[config.mk]
export PLATFORM = sky130hd
export DESIGN_NAME = multicycle_controller_flat
export DESIGN_NICKNAME = d
export VERILOG_FILES = /design/src/rtl/multicycle_controller_if.sv /design/src/rtl/multicycle_controller.sv /design/src/flat_wrapper.sv
export SDC_FILE = /design/constraint.sdc
export NUM_CORES = 1
export LEC_CHECK = 0
export ABC_CLOCK_PERIOD_IN_PS = 1500
export BUFFER_PORTS_ARGS = -buffer_cell sky130_fd_sc_hd__buf_2
export CAP_MARGIN = 10
export CORE_MARGIN = 2
export CORE_UTILIZATION = 32
export DETAILED_ROUTE_END_ITERATION = 7
export RECOVER_POWER = 50
export SYNTH_ARGS = -nofsm -noshare
export SYNTH_HDL_FRONTEND = slang
export SYNTH_SLANG_ARGS = --single-unit
[constraint.sdc]
create_clock -name clk -period 1.5 [get_ports clk]
set_input_delay 0.15 -clock clk [delete_from_list [all_inputs] [get_ports clk]]
set_output_delay 0.15 -clock clk [all_outputs]
set_load 0.01 [all_outputs]
[src/rtl/multicycle_controller_if.sv]
// rtl/multicycle_controller_if.sv - status inputs and control outputs of the multicycle controller
// master is the controller; slave is the datapath/memory side.
interface multicycle_controller_if;
  logic [6:0] Op;
  logic       Zero;
  logic       mem_ready;

  logic       mem_req;
  logic       PCWrite;
  logic       AdrSrc;
  logic       IRWrite;
  logic       MemWrite;
  logic       RegWrite;
  logic [1:0] ResultSrc;
  logic [1:0] ALUSrcA;
  logic [1:0] ALUSrcB;
  logic [1:0] ALUOp;
  logic [1:0] ImmSrc;
  logic [3:0] state;
  logic       illegal_op;

  modport master (
    input  Op, Zero, mem_ready,
    output mem_req, PCWrite, AdrSrc, IRWrite, MemWrite, RegWrite,
           ResultSrc, ALUSrcA, ALUSrcB, ALUOp, ImmSrc, state, illegal_op
  );

  modport slave (
    output Op, Zero, mem_ready,
    input  mem_req, PCWrite, AdrSrc, IRWrite, MemWrite, RegWrite,
           ResultSrc, ALUSrcA, ALUSrcB, ALUOp, ImmSrc, state, illegal_op
  );
endinterface

[src/rtl/multicycle_controller.sv]
// rtl/multicycle_controller.sv - Moore FSM sequencing a multicycle RISC-V datapath
// Strobes are masked by rst so they drop the moment reset asserts, not at the next edge.
module multicycle_controller (
  input  logic                   clk,
  input  logic                   rst,
  multicycle_controller_if.master bus
);

  localparam logic [6:0] OP_LW  = 7'b0000011;
  localparam logic [6:0] OP_SW  = 7'b0100011;
  localparam logic [6:0] OP_R   = 7'b0110011;
  localparam logic [6:0] OP_BEQ = 7'b1100011;

  typedef enum logic [3:0] {
    S_FETCH    = 4'd0,
    S_DECODE   = 4'd1,
    S_MEMADR   = 4'd2,
    S_MEMREAD  = 4'd3,
    S_MEMWB    = 4'd4,
    S_MEMWRITE = 4'd5,
    S_EXECR    = 4'd6,
    S_ALUWB    = 4'd7,
    S_BEQ      = 4'd8
  } state_t;

  state_t     r_state;
  state_t     w_next;

  logic       w_op_mem;
  logic       w_op_supported;
  logic       w_mem_req;
  logic       w_pc_write;
  logic       w_adr_src;
  logic       w_ir_write;
  logic       w_mem_write;
  logic       w_reg_write;
  logic       w_illegal;
  logic [1:0] w_result_src;
  logic [1:0] w_alu_src_a;
  logic [1:0] w_alu_src_b;
  logic [1:0] w_alu_op;
  logic [1:0] w_imm_src;

  always_comb begin
    w_op_mem       = (bus.Op == OP_LW) || (bus.Op == OP_SW);
    w_op_supported = w_op_mem || (bus.Op == OP_R) || (bus.Op == OP_BEQ);
  end

  always_comb begin
    w_imm_src = 2'b00;
    if (bus.Op == OP_SW) begin
      w_imm_src = 2'b01;
    end else if (bus.Op == OP_BEQ) begin
      w_imm_src = 2'b10;
    end
  end

  always_ff @(posedge clk or negedge rst) begin
    if (!rst) begin
      r_state <= S_FETCH;
    end else begin
      r_state <= w_next;
    end
  end

  always_comb begin
    w_next       = S_FETCH;
    w_mem_req    = 1'b0;
    w_pc_write   = 1'b0;
    w_adr_src    = 1'b0;
    w_ir_write   = 1'b0;
    w_mem_write  = 1'b0;
    w_reg_write  = 1'b0;
    w_illegal    = 1'b0;
    w_result_src = 2'b00;
    w_alu_src_a  = 2'b00;
    w_alu_src_b  = 2'b00;
    w_alu_op     = 2'b00;

    case (r_state)
      S_FETCH: begin
        w_mem_req    = 1'b1;
        w_ir_write   = bus.mem_ready;
        w_pc_write   = bus.mem_ready;
        w_alu_src_b  = 2'b10;
        w_result_src = 2'b10;
        w_next       = bus.mem_ready ? S_DECODE : S_FETCH;
      end
      S_DECODE: begin
        w_alu_src_a = 2'b01;
        w_alu_src_b = 2'b01;
        w_illegal   = ~w_op_supported;
        if (w_op_mem) begin
          w_next = S_MEMADR;
        end else if (bus.Op == OP_R) begin
          w_next = S_EXECR;
        end else if (bus.Op == OP_BEQ) begin
          w_next = S_BEQ;
        end else begin
          w_next = S_FETCH;
        end
      end
      S_MEMADR: begin
        w_alu_src_a = 2'b10;
        w_alu_src_b = 2'b01;
        w_next      = (bus.Op == OP_LW) ? S_MEMREAD : S_MEMWRITE;
      end
      S_MEMREAD: begin
        w_mem_req = 1'b1;
        w_adr_src = 1'b1;
        w_next    = bus.mem_ready ? S_MEMWB : S_MEMREAD;
      end
      S_MEMWB: begin
        w_result_src = 2'b01;
        w_reg_write  = 1'b1;
        w_next       = S_FETCH;
      end
      S_MEMWRITE: begin
        w_mem_req   = 1'b1;
        w_adr_src   = 1'b1;
        w_mem_write = 1'b1;
        w_next      = bus.mem_ready ? S_FETCH : S_MEMWRITE;
      end
      S_EXECR: begin
        w_alu_src_a = 2'b10;
        w_alu_src_b = 2'b00;
        w_alu_op    = 2'b10;
        w_next      = S_ALUWB;
      end
      S_ALUWB: begin
        w_reg_write = 1'b1;
        w_next      = S_FETCH;
      end
      S_BEQ: begin
        w_alu_src_a = 2'b10;
        w_alu_op    = 2'b01;
        w_pc_write  = bus.Zero;
        w_next      = S_FETCH;
      end
      default: begin
        w_next = S_FETCH;
      end
    endcase
  end

  always_comb begin
    bus.mem_req    = rst & w_mem_req;
    bus.PCWrite    = rst & w_pc_write;
    bus.IRWrite    = rst & w_ir_write;
    bus.MemWrite   = rst & w_mem_write;
    bus.RegWrite   = rst & w_reg_write;
    bus.illegal_op = rst & w_illegal;
    bus.AdrSrc     = w_adr_src;
    bus.ResultSrc  = w_result_src;
    bus.ALUSrcA    = w_alu_src_a;
    bus.ALUSrcB    = w_alu_src_b;
    bus.ALUOp      = w_alu_op;
    bus.ImmSrc     = w_imm_src;
    bus.state      = r_state;
  end

endmodule

[src/flat_wrapper.sv]
// flat-port wrapper written by rule: the top's interface ports become plain ports
module multicycle_controller_flat 
  (clk, rst, bus_Op, bus_Zero, bus_mem_ready, bus_mem_req, bus_PCWrite, bus_AdrSrc, bus_IRWrite, bus_MemWrite, bus_RegWrite, bus_ResultSrc, bus_ALUSrcA, bus_ALUSrcB, bus_ALUOp, bus_ImmSrc, bus_state, bus_illegal_op);
  multicycle_controller_if bus_i ();
  input  logic clk;
  input  logic rst;
  input wire logic [$bits(bus_i.Op)-1:0] bus_Op;
  input wire logic [$bits(bus_i.Zero)-1:0] bus_Zero;
  input wire logic [$bits(bus_i.mem_ready)-1:0] bus_mem_ready;
  output wire logic [$bits(bus_i.mem_req)-1:0] bus_mem_req;
  output wire logic [$bits(bus_i.PCWrite)-1:0] bus_PCWrite;
  output wire logic [$bits(bus_i.AdrSrc)-1:0] bus_AdrSrc;
  output wire logic [$bits(bus_i.IRWrite)-1:0] bus_IRWrite;
  output wire logic [$bits(bus_i.MemWrite)-1:0] bus_MemWrite;
  output wire logic [$bits(bus_i.RegWrite)-1:0] bus_RegWrite;
  output wire logic [$bits(bus_i.ResultSrc)-1:0] bus_ResultSrc;
  output wire logic [$bits(bus_i.ALUSrcA)-1:0] bus_ALUSrcA;
  output wire logic [$bits(bus_i.ALUSrcB)-1:0] bus_ALUSrcB;
  output wire logic [$bits(bus_i.ALUOp)-1:0] bus_ALUOp;
  output wire logic [$bits(bus_i.ImmSrc)-1:0] bus_ImmSrc;
  output wire logic [$bits(bus_i.state)-1:0] bus_state;
  output wire logic [$bits(bus_i.illegal_op)-1:0] bus_illegal_op;
  assign bus_i.Op = bus_Op;
  assign bus_i.Zero = bus_Zero;
  assign bus_i.mem_ready = bus_mem_ready;
  assign bus_mem_req = bus_i.mem_req;
  assign bus_PCWrite = bus_i.PCWrite;
  assign bus_AdrSrc = bus_i.AdrSrc;
  assign bus_IRWrite = bus_i.IRWrite;
  assign bus_MemWrite = bus_i.MemWrite;
  assign bus_RegWrite = bus_i.RegWrite;
  assign bus_ResultSrc = bus_i.ResultSrc;
  assign bus_ALUSrcA = bus_i.ALUSrcA;
  assign bus_ALUSrcB = bus_i.ALUSrcB;
  assign bus_ALUOp = bus_i.ALUOp;
  assign bus_ImmSrc = bus_i.ImmSrc;
  assign bus_state = bus_i.state;
  assign bus_illegal_op = bus_i.illegal_op;
  multicycle_controller u_core (.clk(clk), .rst(rst), .bus(bus_i));
endmodule
==> results.yml, run 1 <==
min_path:
  hp-start: "bus_Op[4]"
  hold_class: "input pin to register"
  hold_depth: 3
  hold-path-endpoint: "u_core.bus.state[2]$_DFF_PN0_"
critical_path:
  cp-end-kind: "output pin"
  r2r_slack_ns: 0.06
  timing.rr.end: "u_core.bus.state[2]$_DFF_PN0_"
  cp.arrival_ns: 1.44
  path_max_fanout: 4
  crit_path_start_kind: "register"
  worstRegToRegCells: 5
  required_ns: 1.35
  crit_type: "register to output pin"
  r2r_start: "u_core.bus.state[0]$_DFF_PN0_"
outcome:
  failed_checks: "setup timing"
  status: "complete, but fails checks"
yosys:
  synth_top_area_cell: "dfrtp_1"
  ys.flop_type: "dfrtp_1"
  synth_cell_types: 30
  synthesis.area_um2: 484
  synth_warnings: 0
  synth_edf_count: 0
  synth_cells: 62
  avgSynthCellArea_um2: 7.81
  synthTopCellsByCount: "6 x inv_1, 5 x buf_2, 5 x nand2_1"
  synth_area_leaders: "dfrtp_1 21%, nor4b_2 6.2%, buf_2 5.2%"
  yosysSeqAreaShare_pct: 20.7
  syn_nets: 73
  ys_ff_latch: 4
  synth_async_sr_flop_share_pct: 100
  synth_top_area_share_pct: 20.7
  synth.most_common_cell: "inv_1"
clock_tree:
  cts_buffers: 3
  clkTransAtPathRegs_ns: 0.03
  cts-root-buf: "clkbuf_4"
  clkLatencyLatePin_ns: 0.23
  cts_sinks: 4
  clock_path_buffers: 2
  cts_tree: "built"
  htree_levels: 1
global_route:
  grt.total_usage_pct: 16.0
  antenna_found_initial: 0
  grt_pass1_vias: 510
  grt_pass1_wl_um: 2240
  grt_remaining_overflow: 0
  grt_max_degree: 16
pwr:
  pwr-share-comb_pct: 40.3
  p_sw_share_pct: 30.4
  p_clk_share_pct: 31.4
  worst_ir_drop_vdd_uv: 341
  power_density_nw_per_um2: 472
  intPower_mw: 0.288
  net-switching-power_mw: 0.126
  seqPwrFrac_pct: 28.3
  p_total_mw: 0.414
  power_leakage_nw: 0.430
sta:
  fin_crit_ns: 1.59
  setup_viol: 8
  slew_headroom_pct: 72.7
  fmax_mhz: 628
  fin_worst_skew_ns: 0.00425
  hold_violations: 0
  tightest_slew_ns: 0.404
  final_max_slew_viol_count: 0
  setup_ws_ns: -0.0912
  rsz0062_at_grt: "true"
  fin_crit_sh_pct: 106
  whs_ns: 0.255
detailed_routing:
  vias_per_cell: 5.33
  wl_per_cell_um: 12.6
  antenna_left: 0
  drc: 0
  drt-pass1-iter-count: 4
  totalWireLength_um: 1510
  drt_iter0_drc: 7
  vias: 639
floorplan:
  rows: 14
  initial_core_util_pct: 33.3
  dieArea_um2: 1840
  core-area_um2: 1450
  die_y_um: 42.9
  die_x_um: 42.9
  ios: 32
flow_run:
  max-cap-violations: 0
final_layout:
  num-nets-final: 117
  largest_register_ffs: 4
  area_growth_pct: 80.9
  antenna_cells: 0
  drive_above_1_share_pct: 59.6
place:
  io_buffer_count: 31
  hpwl_um: 1040
  place_congestion: 0.777
## kinds of logic after synthesis
| kind of cell | synth area share (%) |
|---|---|
| and+or+nand+nor | 45.2 |
| buffers and inverters | 12.1 |
| adders and majority gates | 2.07 |
| DFF | 20.7 |
| xor gates and xnor gates | 5.43 |
| AOI/OAI and AO/OA | 14.5 |
## final cells by class
type                       instances  area, µm²
multi-input combinational         46        398
clock buffer                       3       22.5
fill                             126        578
inverter                           6       25.0
timing repair buffer              45        307
tap                               16       20.0
sequential                         4        104
## how the worst max path moves through the flow
stage,cells past startpoint,to,startpoint
4_1_cts,5,bus_PCWrite,u_core.bus.state[2]$_DFF_PN0_
6_report,6,bus_ALUSrcA[1],u_core.bus.state[2]$_DFF_PN0_
5_1_grt,5,bus_PCWrite,u_core.bus.state[0]$_DFF_PN0_
3_5_place_dp,4,u_core.bus.state[2]$_DFF_PN0_,u_core.bus.state[1]$_DFF_PN0_
3_3_place_gp,4,u_core.bus.state[2]$_DFF_PN0_,u_core.bus.state[1]$_DFF_PN0_
2_1_floorplan,4,bus_illegal_op,u_core.bus.state[2]$_DFF_PN0_
## routing by layer
layer  wire (µm)  GRT usage (%)  up-vias
met5           0              0        -
met4          22           9.38        0
met3          71           1.28        2
met2         747           23.3       25
met1         666           22.5      292
li1            -              -      320
## worst max-delay path, cell delays in order, from the launching register on
cell and delay [ns]:
dfrtp_2 0.43, buf_6 0.14, nor4b_4 0.26, buf_4 0.16, inv_1 0.04, nand2_1 0.05, buf_2 0.13
## stage by stage
stage | cells | setup WS (ns) | util [%] | TNS (ns) | instance area [µm²]
global route | 120 | -0.149 | 60.2 | -0.977 | 876
floorplan | 62 | 0.0136 | - | 0 | 499
detailed placement | 110 | 0.0539 | 48.4 | 0 | 703
global placement | 110 | 0.116 | 48.4 | 0 | 703
CTS | 117 | -0.0883 | 54.1 | -0.373 | 787
finish | 120 | -0.0912 | 60.2 | -0.264 | 876
## what timing repair did
action / 4_1_cts / 5_1_grt
resized for setup: 8 / 12
buffers inserted: 3 / 3
hold endpoints to repair: 4 / 0
pin swaps: 5 / 5
hold buffers: 1 / 0
cloned: 0 / 0
endpoints found under the setup margin: 13 / 11
## layout by cell type (no fill, tap or decap), types with 2 or more instances in the layout
master	count
and3_1	2
and4_1	2
buf_12	2
buf_2	28
buf_4	9
buf_6	4
clkbuf_4	3
dfrtp_2	3
inv_1	4
nand2_1	4
nor2_1	3
nor3_1	3
nor3b_2	2
nor4b_4	2
o21ai_0	2
o221ai_1	2
## power groups by stage
stage | logic, mW | clock network (mW) | registers [mW]
floorplan | 0.0687 | 0 | 0.119
global placement | 0.133 | 0 | 0.117
detailed placement | 0.134 | 0 | 0.118
CTS | 0.143 | 0.135 | 0.116
global route | 0.180 | 0.139 | 0.117
finish | 0.167 | 0.130 | 0.117
No activity file was read; power rests on OpenSTA's default activity.
==> run 2, diff against run 1 <==
Settings changed: ABC_AREA set to 1, BUFFER_PORTS_ARGS -buffer_cell sky130_fd_sc_hd__buf_2 to -buffer_cell sky130_fd_sc_hd__buf_4, CTS_BUF_LIST set to sky130_fd_sc_hd__clkbuf_4.
==> results.yml, run 2 <==
outcome:
  status: "complete, no violations"
yosys:
  synth_warnings: 0
  synth_async_sr_flop_share_pct: 100
  synth_cell_types: 18
  yosysSeqAreaShare_pct: 21.9
  synth_top_area_share_pct: 21.9
  synth_top_family_by_area: "simple AND/OR/NAND/NOR gates"
  synth_area_leaders: "dfrtp_1 22%, inv_1 14%, nor2_1 14%"
  synth-compound-area-share_pct: 9.32
  synthAdderAreaFrac_pct: 0
  ys.flop_type: "dfrtp_1"
  synth_mux_area_share_pct: 0
  synth_cells: 81
  avgSynthCellArea_um2: 5.64
  synthesis.area_um2: 457
  syn_nets: 92
  ys_ff_latch: 4
  synthTopCellsByCount: "17 x inv_1, 17 x nor2_1, 16 x nand2_1"
  synth_edf_count: 0
  synth_top_area_cell: "dfrtp_1"
  synthSimpleGateAreaFrac_pct: 52.3
  synth_xor_xnor_area_share_pct: 0
floorplan:
  die_x_um: 41.8
  core-area_um2: 1320
  dieArea_um2: 1750
  initial_core_util_pct: 34.7
  rows: 13
  die_y_um: 41.8
  ios: 32
detailed_routing:
  drc: 0
  wl_per_cell_um: 9.66
  vias_per_cell: 4.46
  antenna_left: 0
  drt_iter0_drc: 4
  drt-pass1-iter-count: 3
  vias: 624
  totalWireLength_um: 1350
critical_path:
  crit_type: "register to output pin"
  path_max_fanout: 5
  worstRegToRegCells: 8
  crit_path_start_kind: "register"
  cp-end-kind: "output pin"
  r2r_slack_ns: 0.27
  cp.arrival_ns: 1.33
  required_ns: 1.35
  r2r_start: "u_core.bus.state[3]$_DFF_PN0_"
  timing.rr.end: "u_core.bus.state[1]$_DFF_PN0_"
clock_tree:
  cts_sinks: 4
  clkTransAtPathRegs_ns: 0.04
  htree_levels: 1
  cts-root-buf: "clkbuf_4"
  cts_tree: "built"
  clkLatencyLatePin_ns: 0.23
  cts_buffers: 3
  clock_path_buffers: 2
min_path:
  hp-start: "bus_Op[5]"
  hold_class: "input pin to register"
  hold-path-endpoint: "u_core.bus.state[1]$_DFF_PN0_"
  hold_depth: 3
final_layout:
  mostFrequentLayoutCells: "38 x buf_4, 15 x nor2_1, 14 x nand2_1, 14 x inv_1, 7 x nand3_1"
  largest_register_ffs: 4
  area_growth_pct: 80.3
  num-nets-final: 138
  antenna_cells: 0
  finalNonFillerCells: 140
  drive_above_1_share_pct: 50.4
  final_common_cell: "buf_4"
sta:
  final_max_slew_viol_count: 0
  slew_headroom_pct: 75.5
  fmax_mhz: 678
  tightest_slew_ns: 0.366
  fin_worst_skew_ns: 0.00483
  setup_viol: 0
  rsz0062_at_grt: "true"
  fin_crit_ns: 1.48
  hold_violations: 0
  fin_crit_sh_pct: 98.4
  whs_ns: 0.243
pwr:
  net-switching-power_mw: 0.125
  p_clk_share_pct: 30.9
  seqPwrFrac_pct: 28.7
  intPower_mw: 0.289
  pwr-share-comb_pct: 40.3
  worst_ir_drop_vdd_uv: 556
  power_density_nw_per_um2: 503
  p_sw_share_pct: 30.3
  power_leakage_nw: 0.505
flow_run:
  max-cap-violations: 0
place:
  io_buffer_count: 31
  place_congestion: 0.753
  hpwl_um: 1070
  dp.cells: 127
global_route:
  grt_remaining_overflow: 0
  grt_pass1_vias: 534
  grt_pass1_wl_um: 2150
  grt.total_usage_pct: 15.5
  antenna_found_initial: 0
  grt_max_degree: 7
[run 2: changes by cell type in the layout (fill, tap and decap cells not counted), moves of 3 or more]
cell / before / now
nand3_1: 1 / 7
buf_4: 9 / 38
inv_2: 1 / 6
buf_6: 4 / 0
nor2_4: 0 / 3
buf_2: 28 / 0
nor2_2: 0 / 3
nand2_1: 4 / 14
nand2_2: 0 / 4
nor2_1: 3 / 15
inv_1: 4 / 14
[run 2: final cells by class]
cell class | count | area, µm²
sequential | 4 | 104
multi-input combinational | 57 | 297
inverter | 20 | 75.1
fill | 136 | 494
tap | 15 | 18.8
clock buffer | 3 | 22.5
timing repair buffer | 41 | 307
[run 2: worst max path at each step]
stage,cells past startpoint,startpoint,slack (ns),endpoint
6_report,6,u_core.bus.state[0]$_DFF_PN0_,0.02,bus_PCWrite
5_1_grt,8,u_core.bus.state[1]$_DFF_PN0_,-0.05,bus_illegal_op
4_1_cts,8,u_core.bus.state[3]$_DFF_PN0_,0.009,bus_illegal_op
3_5_place_dp,6,u_core.bus.state[1]$_DFF_PN0_,0.22,bus_PCWrite
3_3_place_gp,8,u_core.bus.state[2]$_DFF_PN0_,0.22,bus_illegal_op
2_1_floorplan,5,u_core.bus.state[1]$_DFF_PN0_,0.27,bus_PCWrite
[run 2: logic make-up (layout without fill, tap and decap cells)]
logic type	after synthesis	count (layout)
buf+inv	20	64
compound gates	6	6
flops	4	4
simple gates	51	51
[run 2: repair_timing]
item | CTS | global route
hold buffers | 1 | 0
buffers inserted | 1 | 8
hold endpoints to repair | 4 | 0
pin swaps | 1 | 3
endpoints found under the setup margin | 2 | 5
gates resized for setup | 4 | 8
[run 2: stage by stage]
| step | total power, mW | worst slack (ns) | util [%] | cell area (µm²) | setup TNS [ns] |
|---|---|---|---|---|---|
| CTS | 0.394 | 0.00867 | 57.2 | 753 | 0 |
| global placement | 0.256 | 0.219 | 53.8 | 708 | 0 |
| finish | 0.414 | 0.0247 | 62.5 | 823 | 0 |
| detailed placement | 0.256 | 0.217 | 53.8 | 708 | 0 |
| global route | 0.446 | -0.0536 | 62.5 | 823 | -0.166 |
| floorplan | 0.185 | 0.271 | - | 457 | 0 |
[run 2: critical path, cell delays in order, from the launching register on]
cell and delay [ns]:
dfrtp_2 0.44, nor2_4 0.13, inv_2 0.06, nor2_4 0.11
nand2_2 0.08, a21oi_2 0.13, buf_4 0.13
[run 2: layer usage]
layer	GRT usage [%]	wire length (µm)	vias to the layer above
met5	0	0	-
li1	-	-	335
met3	5.65	133	0
met1	18.3	575	264
met4	1.94	0	0
met2	27.2	642	25
[run 2: power groups by stage]
stage	Clock (mW)	Combinational, mW	Sequential, mW
5_1_grt	0.143	0.184	0.120
3_3_place_gp	0	0.139	0.117
6_report	0.128	0.167	0.119
4_1_cts	0.133	0.145	0.116
2_1_floorplan	0	0.0670	0.118
3_5_place_dp	0	0.139	0.117
